==> config.mk <==
export PLATFORM = sky130hd
export DESIGN_NAME = adc_scanner
export DESIGN_NICKNAME = d
export VERILOG_FILES = /design/src/rtl/adc_pkg.sv /design/src/rtl/i2c_step.sv /design/src/rtl/adc_scanner.sv
export SDC_FILE = /design/constraint.sdc
export NUM_CORES = 1
export LEC_CHECK = 0
export CAP_MARGIN = 40
export CORE_ASPECT_RATIO = 0.6
export CORE_MARGIN = 2
export CORE_UTILIZATION = 55
export DETAILED_ROUTE_END_ITERATION = 12
export PLACE_DENSITY = 0.81
export SYNTH_ARGS = -nofsm -noshare
export SYNTH_HDL_FRONTEND = slang
export SYNTH_SLANG_ARGS = --single-unit
export TNS_END_PERCENT = 10
==> constraint.sdc <==
create_clock -name clk_i -period 4 [get_ports clk_i]
set_input_delay 0.6 -clock clk_i [delete_from_list [all_inputs] [get_ports clk_i]]
set_output_delay 0.6 -clock clk_i [all_outputs]
set_load 0.02 [all_outputs]
==> src/rtl/adc_pkg.sv <==
// Shared definitions for the ADS1115 channel scanner.
//   - I2C instruction codes understood by the byte-level I2C master
//   - ADS1115 register pointer values
//   - config-word field positions and a helper that assembles the word
//   - top-level state enumeration
//   - round-robin channel picker
package adc_pkg;

  localparam logic [1:0] I2C_START = 2'd0;
  localparam logic [1:0] I2C_STOP  = 2'd1;
  localparam logic [1:0] I2C_READ  = 2'd2;
  localparam logic [1:0] I2C_WRITE = 2'd3;

  localparam logic [7:0] REG_CONVERSION = 8'h00;
  localparam logic [7:0] REG_CONFIG     = 8'h01;

  // Bit positions inside the 16-bit config register.
  localparam int CFG_OS_BIT   = 15;
  localparam int CFG_MUX_LSB  = 12;
  localparam int CFG_PGA_LSB  = 9;
  localparam int CFG_MODE_BIT = 8;
  localparam int CFG_DR_LSB   = 5;
  localparam logic [4:0] CFG_COMP_DEFAULT = 5'b00011;

  typedef enum logic [2:0] {
    ST_IDLE,
    ST_CONFIG,
    ST_POLL,
    ST_POINT,
    ST_READ,
    ST_OUTPUT,
    ST_NEXT
  } state_e;

  // Single-shot conversion of AINch against GND (MUX = 1,ch).
  function automatic logic [15:0] config_word(input logic [1:0] ch,
                                              input logic [2:0] pga,
                                              input logic [2:0] dr);
    logic [15:0] w;
    w = '0;
    w[CFG_OS_BIT]          = 1'b1;
    w[CFG_MUX_LSB +: 3]    = {1'b1, ch};
    w[CFG_PGA_LSB +: 3]    = pga;
    w[CFG_MODE_BIT]        = 1'b1;
    w[CFG_DR_LSB +: 3]     = dr;
    w[4:0]                 = CFG_COMP_DEFAULT;
    return w;
  endfunction

  // Lowest set mask bit at or after ptr, wrapping at n. Scanning offsets
  // from high to low lets the smallest offset win.
  function automatic logic [1:0] pick_channel(input logic [3:0] mask,
                                              input logic [1:0] ptr,
                                              input int         n);
    logic [1:0] sel;
    int         idx;
    sel = ptr;
    for (int i = 3; i >= 0; i--) begin
      if (i < n) begin
        idx = (int'(ptr) + i) % n;
        if (mask[idx[1:0]]) sel = idx[1:0];
      end
    end
    return sel;
  endfunction

endpackage

==> src/rtl/i2c_step.sv <==
// One I2C instruction handshake towards the byte-level I2C master.
// Ports:
//   clk_i, rst_i             clock, synchronous active-high reset
//   req_i                    request to issue instr_i/byte_i (sampled when idle)
//   instr_i, byte_i          instruction and write byte to issue
//   i2c_complete_i           master completion flag
//   i2c_enable_o             instruction request to the master
//   i2c_instruction_o        latched instruction
//   i2c_byte_to_send_o       latched write byte
//   done_o                   one-cycle pulse: instruction finished
module i2c_step (
  input  logic       clk_i,
  input  logic       rst_i,
  input  logic       req_i,
  input  logic [1:0] instr_i,
  input  logic [7:0] byte_i,
  input  logic       i2c_complete_i,
  output logic       i2c_enable_o,
  output logic [1:0] i2c_instruction_o,
  output logic [7:0] i2c_byte_to_send_o,
  output logic       done_o
);

  logic       en_q;
  logic       seen_low_q;
  logic [1:0] instr_q;
  logic [7:0] byte_q;

  // Completion only counts once the master has been seen low after issue,
  // so a stale high from the previous instruction is ignored.
  assign done_o = en_q & seen_low_q & i2c_complete_i;

  always_ff @(posedge clk_i) begin
    if (rst_i) begin
      en_q       <= 1'b0;
      seen_low_q <= 1'b0;
      instr_q    <= 2'd0;
      byte_q     <= 8'd0;
    end else if (!en_q) begin
      if (req_i) begin
        en_q       <= 1'b1;
        seen_low_q <= 1'b0;
        instr_q    <= instr_i;
        byte_q     <= byte_i;
      end
    end else if (done_o) begin
      en_q       <= 1'b0;
      seen_low_q <= 1'b0;
    end else if (!i2c_complete_i) begin
      seen_low_q <= 1'b1;
    end
  end

  assign i2c_enable_o       = en_q;
  assign i2c_instruction_o  = instr_q;
  assign i2c_byte_to_send_o = byte_q;

endmodule

==> src/rtl/adc_scanner.sv <==
// Round-robin scanner for an ADS1115 over a byte-level I2C master.
//
//   state  | meaning
//   IDLE   | waiting for enable_i and a non-zero effective mask
//   CONFIG | write config register: start single-shot on channel ch
//   POLL   | read config register until OS=1 or poll limit reached
//   POINT  | set register pointer to the conversion register
//   READ   | read 16-bit conversion result
//   OUTPUT | present sample until sample_ready_i
//   NEXT   | advance round-robin pointer, pick next channel or idle
//
// Ports:
//   clk_i, rst_i                     clock, synchronous active-high reset
//   enable_i, channel_mask_i         scan control
//   sample_o, channel_o,
//   sample_valid_o, sample_ready_i   result handshake
//   timeout_o                        pulse on poll-limit expiry
//   busy_o                           not IDLE
//   i2c_*                            I2C master instruction interface
module adc_scanner
  import adc_pkg::*;
#(
  parameter logic [6:0]  ADDRESS      = 7'h48,
  parameter int          NUM_CHANNELS = 4,
  parameter logic [2:0]  PGA          = 3'b001,
  parameter logic [2:0]  DATA_RATE    = 3'b111,
  parameter logic [15:0] POLL_LIMIT   = 16'd64
) (
  input  logic        clk_i,
  input  logic        rst_i,
  input  logic        enable_i,
  input  logic [3:0]  channel_mask_i,
  output logic [15:0] sample_o,
  output logic [1:0]  channel_o,
  output logic        sample_valid_o,
  input  logic        sample_ready_i,
  output logic        timeout_o,
  output logic        busy_o,
  output logic [1:0]  i2c_instruction_o,
  output logic        i2c_enable_o,
  output logic [7:0]  i2c_byte_to_send_o,
  input  logic [7:0]  i2c_byte_received_i,
  input  logic        i2c_complete_i
);

  localparam logic [3:0] CH_FIELD = 4'((1 << NUM_CHANNELS) - 1);
  localparam logic [7:0] ADDR_W   = {ADDRESS, 1'b0};
  localparam logic [7:0] ADDR_R   = {ADDRESS, 1'b1};

  state_e      state_q, state_d;
  logic [2:0]  sub_q, sub_d;
  logic [1:0]  ch_q, ch_d;
  logic [1:0]  ptr_q, ptr_d;
  logic [15:0] poll_cnt_q, poll_cnt_d;
  logic [7:0]  rd_msb_q, rd_msb_d;
  logic [15:0] sample_q, sample_d;
  logic [1:0]  chan_out_q, chan_out_d;
  logic        valid_q, valid_d;
  logic        timeout_q, timeout_d;

  logic        step_req;
  logic [1:0]  step_instr;
  logic [7:0]  step_byte;
  logic        step_done;

  logic [3:0]  eff_mask;
  logic [1:0]  ptr_next;
  logic [15:0] cfg;

  assign eff_mask = channel_mask_i & CH_FIELD;
  assign ptr_next = 2'((int'(ch_q) + 1) % NUM_CHANNELS);
  assign cfg      = config_word(ch_q, PGA, DATA_RATE);

  i2c_step u_step (
    .clk_i              (clk_i),
    .rst_i              (rst_i),
    .req_i              (step_req),
    .instr_i            (step_instr),
    .byte_i             (step_byte),
    .i2c_complete_i     (i2c_complete_i),
    .i2c_enable_o       (i2c_enable_o),
    .i2c_instruction_o  (i2c_instruction_o),
    .i2c_byte_to_send_o (i2c_byte_to_send_o),
    .done_o             (step_done)
  );

  always_comb begin
    state_d    = state_q;
    sub_d      = sub_q;
    ch_d       = ch_q;
    ptr_d      = ptr_q;
    poll_cnt_d = poll_cnt_q;
    rd_msb_d   = rd_msb_q;
    sample_d   = sample_q;
    chan_out_d = chan_out_q;
    valid_d    = valid_q;
    timeout_d  = 1'b0;
    step_req   = 1'b0;
    step_instr = I2C_START;
    step_byte  = 8'h00;

    case (state_q)
      ST_IDLE: begin
        if (enable_i && (eff_mask != 4'd0)) begin
          state_d = ST_CONFIG;
          sub_d   = 3'd0;
          ch_d    = pick_channel(eff_mask, ptr_q, NUM_CHANNELS);
        end
      end

      ST_CONFIG: begin
        step_req = 1'b1;
        case (sub_q)
          3'd0:    step_instr = I2C_START;
          3'd1:    begin step_instr = I2C_WRITE; step_byte = ADDR_W;     end
          3'd2:    begin step_instr = I2C_WRITE; step_byte = REG_CONFIG; end
          3'd3:    begin step_instr = I2C_WRITE; step_byte = cfg[15:8];  end
          3'd4:    begin step_instr = I2C_WRITE; step_byte = cfg[7:0];   end
          default: step_instr = I2C_STOP;
        endcase
        if (step_done) begin
          if (sub_q == 3'd5) begin
            sub_d      = 3'd0;
            poll_cnt_d = 16'd0;
            state_d    = ST_POLL;
          end else begin
            sub_d = sub_q + 3'd1;
          end
        end
      end

      ST_POLL, ST_READ: begin
        step_req = 1'b1;
        case (sub_q)
          3'd0:    step_instr = I2C_START;
          3'd1:    begin step_instr = I2C_WRITE; step_byte = ADDR_R; end
          3'd2:    step_instr = I2C_READ;
          3'd3:    step_instr = I2C_READ;
          default: step_instr = I2C_STOP;
        endcase
        if (step_done) begin
          if (sub_q == 3'd2) rd_msb_d = i2c_byte_received_i;
          if (state_q == ST_READ && sub_q == 3'd3) begin
            sample_d   = {rd_msb_q, i2c_byte_received_i};
            chan_out_d = ch_q;
          end
          if (sub_q == 3'd4) begin
            sub_d = 3'd0;
            if (state_q == ST_READ) begin
              valid_d = 1'b1;
              state_d = ST_OUTPUT;
            end else if (rd_msb_q[CFG_OS_BIT-8]) begin
              poll_cnt_d = 16'd0;
              state_d    = ST_POINT;
            end else if ((poll_cnt_q + 16'd1) >= POLL_LIMIT) begin
              // Conversion never finished: drop this channel.
              poll_cnt_d = 16'd0;
              timeout_d  = 1'b1;
              state_d    = ST_NEXT;
            end else begin
              poll_cnt_d = poll_cnt_q + 16'd1;
            end
          end else begin
            sub_d = sub_q + 3'd1;
          end
        end
      end

      ST_POINT: begin
        step_req = 1'b1;
        case (sub_q)
          3'd0:    step_instr = I2C_START;
          3'd1:    begin step_instr = I2C_WRITE; step_byte = ADDR_W;         end
          3'd2:    begin step_instr = I2C_WRITE; step_byte = REG_CONVERSION; end
          default: step_instr = I2C_STOP;
        endcase
        if (step_done) begin
          if (sub_q == 3'd3) begin
            sub_d   = 3'd0;
            state_d = ST_READ;
          end else begin
            sub_d = sub_q + 3'd1;
          end
        end
      end

      ST_OUTPUT: begin
        if (sample_ready_i) begin
          valid_d = 1'b0;
          state_d = ST_NEXT;
        end
      end

      ST_NEXT: begin
        ptr_d = ptr_next;
        sub_d = 3'd0;
        if (enable_i && (eff_mask != 4'd0)) begin
          state_d = ST_CONFIG;
          ch_d    = pick_channel(eff_mask, ptr_next, NUM_CHANNELS);
        end else begin
          state_d = ST_IDLE;
        end
      end

      default: state_d = ST_IDLE;
    endcase
  end

  always_ff @(posedge clk_i) begin
    if (rst_i) begin
      state_q    <= ST_IDLE;
      sub_q      <= 3'd0;
      ch_q       <= 2'd0;
      ptr_q      <= 2'd0;
      poll_cnt_q <= 16'd0;
      rd_msb_q   <= 8'd0;
      sample_q   <= 16'd0;
      chan_out_q <= 2'd0;
      valid_q    <= 1'b0;
      timeout_q  <= 1'b0;
    end else begin
      state_q    <= state_d;
      sub_q      <= sub_d;
      ch_q       <= ch_d;
      ptr_q      <= ptr_d;
      poll_cnt_q <= poll_cnt_d;
      rd_msb_q   <= rd_msb_d;
      sample_q   <= sample_d;
      chan_out_q <= chan_out_d;
      valid_q    <= valid_d;
      timeout_q  <= timeout_d;
    end
  end

  assign sample_o       = sample_q;
  assign channel_o      = chan_out_q;
  assign sample_valid_o = valid_q;
  assign timeout_o      = timeout_q;
  assign busy_o         = (state_q != ST_IDLE);

endmodule

Word-level counts from Yosys, hierarchy flattened

Cells that the tools add are included.

Divide/modulo/power cells: 0
Multiply operators: 0
Order comparisons: 9
Reductions and logical operators: 26
Add/subtract/negate cells: 9
Shift-type cells: 0
Equality and inequality tests: 24
Bitwise operators: 6
Muxes and demuxes: 78

Operators with widths:

| cell                  | number |
|---|---|
| $mux 16               | 7 |
| $mux 3                | 18 |
| $pmux 16 s2           | 1 |
| $pmux 8 s4            | 1 |
| $lt 2x3->1 const B    | 8 |
| $pmux 8 s3            | 1 |
| $mux 1                | 22 |
| $ne 2x2->1 const B    | 11 |
| $mux 2                | 10 |
| $pmux 3 s6            | 1 |
| $add 16x1->16 const B | 1 |
| $bmux 1 s2            | 8 |
| $ge 16x7->1 const B   | 1 |
| $mux 8                | 2 |
| $eq 3x3->1 const B    | 5 |
| $pmux 3 s5            | 1 |
| $eq 3x2->1 const B    | 4 |
| $pmux 2 s2            | 3 |
| $pmux 2 s3            | 2 |
| $reduce_and 5->1      | 2 |
| $reduce_and 3->1      | 3 |
| $reduce_and 9->1      | 1 |
| $add 2x2->2 const B   | 4 |
| $reduce_bool 2->1     | 4 |
| 18 further kinds      | 31 |

Output and inout bits: 32
RAM bits: 0
Bits in registers: 66
Input port bits: 17
ROM bits: 0
Logic and storage cells: 166
Memories: 0
Bits in latches: 0

Logic depth before layout (Yosys ltp)

Word-level depth: 10
Depth in mapped cells: 9
Depth with buffers taken out: 8

Hierarchy

From an unflattened synthesis, not the netlist that was laid out.

Cells, all modules: 430
Area total of the unflattened synthesis: 3437.0 um2

Modules (own cells, without submodules):

| module      | cells each | area each (um2) | times used |
|---|---|---|---|
| adc_scanner | 376        | 2896.5          | 1 |
| i2c_step    | 54         | 540.5           | 1 |

Worst setup path before layout

Ideal clock, no wire load.

Kind: input-to-reg
Start point: input port channel_mask_i[1]
End point: register sub_q[0]
Setup time: 0.115 ns
Buffers on the path: 1
Slack: 1.901 ns
Arrival time: 1.984 ns
Cell stages on the path: 6
Path through: buf_6 o41ai_1 a22oi_1 o221ai_1 nor2_1 a2111oi_0

Cells in the longest elaborated chain, start to end: 4

Ends and longest elaborated chain:

| item                       | line               | RTL |
|---|---|---|
| from (decl)                | adc_scanner.sv:32  | `input logic [3:0] channel_mask_i,` |
| $reduce_bool 4->1          | adc_scanner.sv:104 | `if (enable_i && (eff_mask != 4'd0)) begin` |
| $logic_and 1x1->1          | adc_scanner.sv:104 |  |
| $ne 2x2->1 (no line)       | n/a                |  |
| $reduce_and 5->1 (no line) | n/a                |  |
| to (signal assigned)       | adc_scanner.sv:223 | `sub_q <= sub_d;` |
| to (decl)                  | adc_scanner.sv:51  | `logic [2:0] sub_q, sub_d;` |

Every way passes these cells.
A chain may end at the register's enable or synchronous reset.

Worst setup path in the final report

Start point: register state_q[1]
End point: output port busy_o

Cells in the longest elaborated chain, start to end: 1

Ends and longest elaborated chain:

| item                   | line               | RTL |
|---|---|---|
| from (decl)            | adc_scanner.sv:50  | `state_e state_q, state_d;` |
| from (signal assigned) | adc_scanner.sv:222 | `state_q <= state_d;` |
| $reduce_bool 3->1      | adc_scanner.sv:239 | `assign busy_o = (state_q != ST_IDLE);` |
| to (decl)              | adc_scanner.sv:38  | `output logic busy_o,` |

Every way passes these cells.

==> flow_summary.yaml <==
pwr:
  combPwrFrac: 0.265
  p_total_uw: 1720
  powerDensity_nw_per_um2: 440
  internal_power_uw: 1160
  clock_power_share: 0.318
  peakVddDrop_mv: 0.247
  leakage_uw: 0.00140
  p_sw_uw: 556
  p_seq_frac: 0.417
  switching_share: 0.323
worst_hold_path:
  hp-class: "reg -> reg"
run:
  cap_viol_max_count: 0
finish:
  syn_to_final_growth_pct: 19.1
  final_core_util: 0.688
  layout.nets: 474
  post_route_cells_drive_above_1_share: 0.0505
  diodes: 0
logic_synthesis:
  synth_seq_cells: 63
  ys_seq_area_frac: 0.384
  syn_area_um2: 3280
  yosysWarnings: 0
  yosysMostFrequentCell: "dfxtp_1"
  synth_edf_count: 0
  synthArstFlopShare: 0
  avgSynthCellArea_um2: 7.83
  synth_top_cell_by_area: "dfxtp_1"
  ys_types: 59
  synth_top_area_share: 0.384
  synth_area_leaders: "dfxtp_1 38%, nand2_1 6.7%, nor2_1 6.3%"
  synth_cells: 419
  synth_ff_type: "dfxtp_1"
  synthTopCellsByCount: "63 x dfxtp_1, 59 x nand2_1, 55 x nor2_1, 39 x a21oi_1"
timing:
  rsz0062_at_grt: "false"
  finalCritPeriodShare: 0.674
  finalClockSkew_ns: 0.00767
  drv_slew: 0
  setup_tns_ns: 0
  hold_slack_ns: 0.456
  max_freq_mhz: 371
  min_period_ns: 2.70
  slew_headroom: 0.443
  hold_violations: 0
  worst_pin_slew_ns: 0.834
  setup_viol: 0
global_route:
  grt_use_total: 0.250
  antenna_found_initial: 0
  grt_max_degree: 53
  overflow: 0
  grt_pass1_vias: 2804
  grt_pass1_wl_um: 13300
detailed_routing:
  via_per_inst: 5.66
  drtAntennaViolNets: 0
  vias: 3027
  remaining_drc_errors: 0
  wl_per_cell_um: 14.5
  wl_um: 7780
  dr.first_iter.drc_count: 251
  drt_pass1_iterations: 8
cts:
  postCtsSetupBuffers: 0
  cts_buffer_depth: 2
  cts_sinks: 63
  numCtsBuffers: 9
  cts.repair.resized: 0
  hold_buffers: 0
  cts-root-buf: "clkbuf_8"
  htree_levels: 3
  cts_tree: "yes"
  insertion_delay_ns: 0.34
  clkTransAtPathRegs_ns: 0.07
placement:
  hpwl_um: 5440
  io_buffer_count: 46
  gp_congestion: 0.883
worst_setup_path:
  worstPathRequired_ns: 3.40
  critPathKind: "reg -> out"
  crit_path_start_kind: "register"
  cp_max_fo: 27
  cp.arrival_ns: 2.10
  critPathSlowestCell: "dfxtp_1"
  cp-end-kind: "output port"
  cp.buffers_inverters: 1
  critical-path-top-delay-family: "flip-flops"
  max_stage_delay_ns: 0.87
  crit_chain: "or3_1 > clkdlybuf4s50_1"
floorplanning:
  num_io_pins: 49
  fp.dieW_um: 104
  chipHeight_um: 63.8
  start_util: 0.578
  die-area_um2: 6620
  rows: 21
  core-area_um2: 5680
outcome:
  outcome: "finished, final reports clean"
stage by stage:
stage | area [um^2] | std cells | setup WS (ns)
2_1_floorplan | 3290 | 420 | 1.90
3_3_place_gp | 3720 | 519 | 1.20
3_5_place_dp | 3720 | 519 | 1.09
4_1_cts | 3910 | 535 | 1.30
5_1_grt | 3910 | 535 | 1.08
6_report | 3910 | 535 | 1.30
logic make-up after synthesis:
group / count (synthesis) / share of synthesized area
DFF: 63 / 0.384
xor gates and xnor gates: 4 / 0.0107
muxes: 12 / 0.0366
other: 1 / 0.00114
adders and majority gates: 7 / 0.0267
AOI/OAI and AO/OA: 106 / 0.216
buffers and inverters: 37 / 0.0518
and+or+nand+nor: 189 / 0.273
cell type report:
cell class | instances | area, um^2
clock buffers | 13 | 149
multi-input cells | 320 | 1850
flip-flops and latches | 63 | 1260
clock inverters | 3 | 42.5
fillers | 488 | 1770
inverters | 8 | 30.0
well taps | 80 | 100
repair buffers | 48 | 470
state kept, by name, indices dropped and copies added (netlist names):
signal,count
state_q,3
ptr_q,2
u_step.i2c_byte_to_send_o,5
u_step.i2c_enable_o,1
ch_q,2
sample_valid_o,1
timeout_o,1
sub_q,3
sample_o,16
u_step.i2c_instruction_o,2
rd_msb_q,8
u_step.seen_low_q,1
channel_o,2
poll_cnt_q,16
worst min-delay path, cell delays in order (launching register included):
cell and delay (ns):
dfxtp_1 0.31, nand2_1 0.05, a21oi_1 0.05
layer usage:
metal	global-route usage	wire length, um	up-vias	part of all wire
li1	-	-	1539	-
met1	0.349	3740	1370	0.48
met2	0.355	3230	109	0.42
met3	0.0908	703	9	0.090
met4	0.0861	97	0	0.012
met5	0	0	-	0
power by group through the flow:
stage                     registers, uW  logic [uW]  clock network [uW]
after global placement              730         445                   0
final                               718         455                 547
after floorplan                     738         308                   0
after global routing                725         499                 584
after CTS                           717         452                 558
after detailed placement            731         450                   0
path summary, 6_finish.rpt:
kind / from / end / slack, ns / cells past startpoint
setup / recovery: state_q[1]$_SDFFE_PP0P_ / busy_o / 1.30 / 2
hold / removal: rd_msb_q[6]$_SDFFE_PP0P_ / sample_o[14]$_SDFFE_PP0P_ / 0.46 / 2
setup reg to reg: state_q[1]$_SDFFE_PP0P_ / poll_cnt_q[15]$_SDFFE_PP0P_ / 1.36 / 5
hold reg to reg: rd_msb_q[6]$_SDFFE_PP0P_ / sample_o[14]$_SDFFE_PP0P_ / 0.46 / 2
cell usage in the layout, fill, tap and decap left out, types with 4 or more instances in the layout:
cell type        instances
a211oi_1                 9
a21oi_1                 39
and2_1                  16
clkbuf_8                10
clkdlybuf4s50_1         45
dfxtp_1                 63
ha_1                     7
inv_1                    8
mux2i_1                 12
nand2_1                 59
nand2b_1                 5
nand3_1                 12
nor2_1                  55
nor2b_1                 11
nor3_1                   8
o2111ai_1                4
o21ai_0                 20
o221ai_1                 4
No activity file was read; power rests on OpenSTA's default activity.
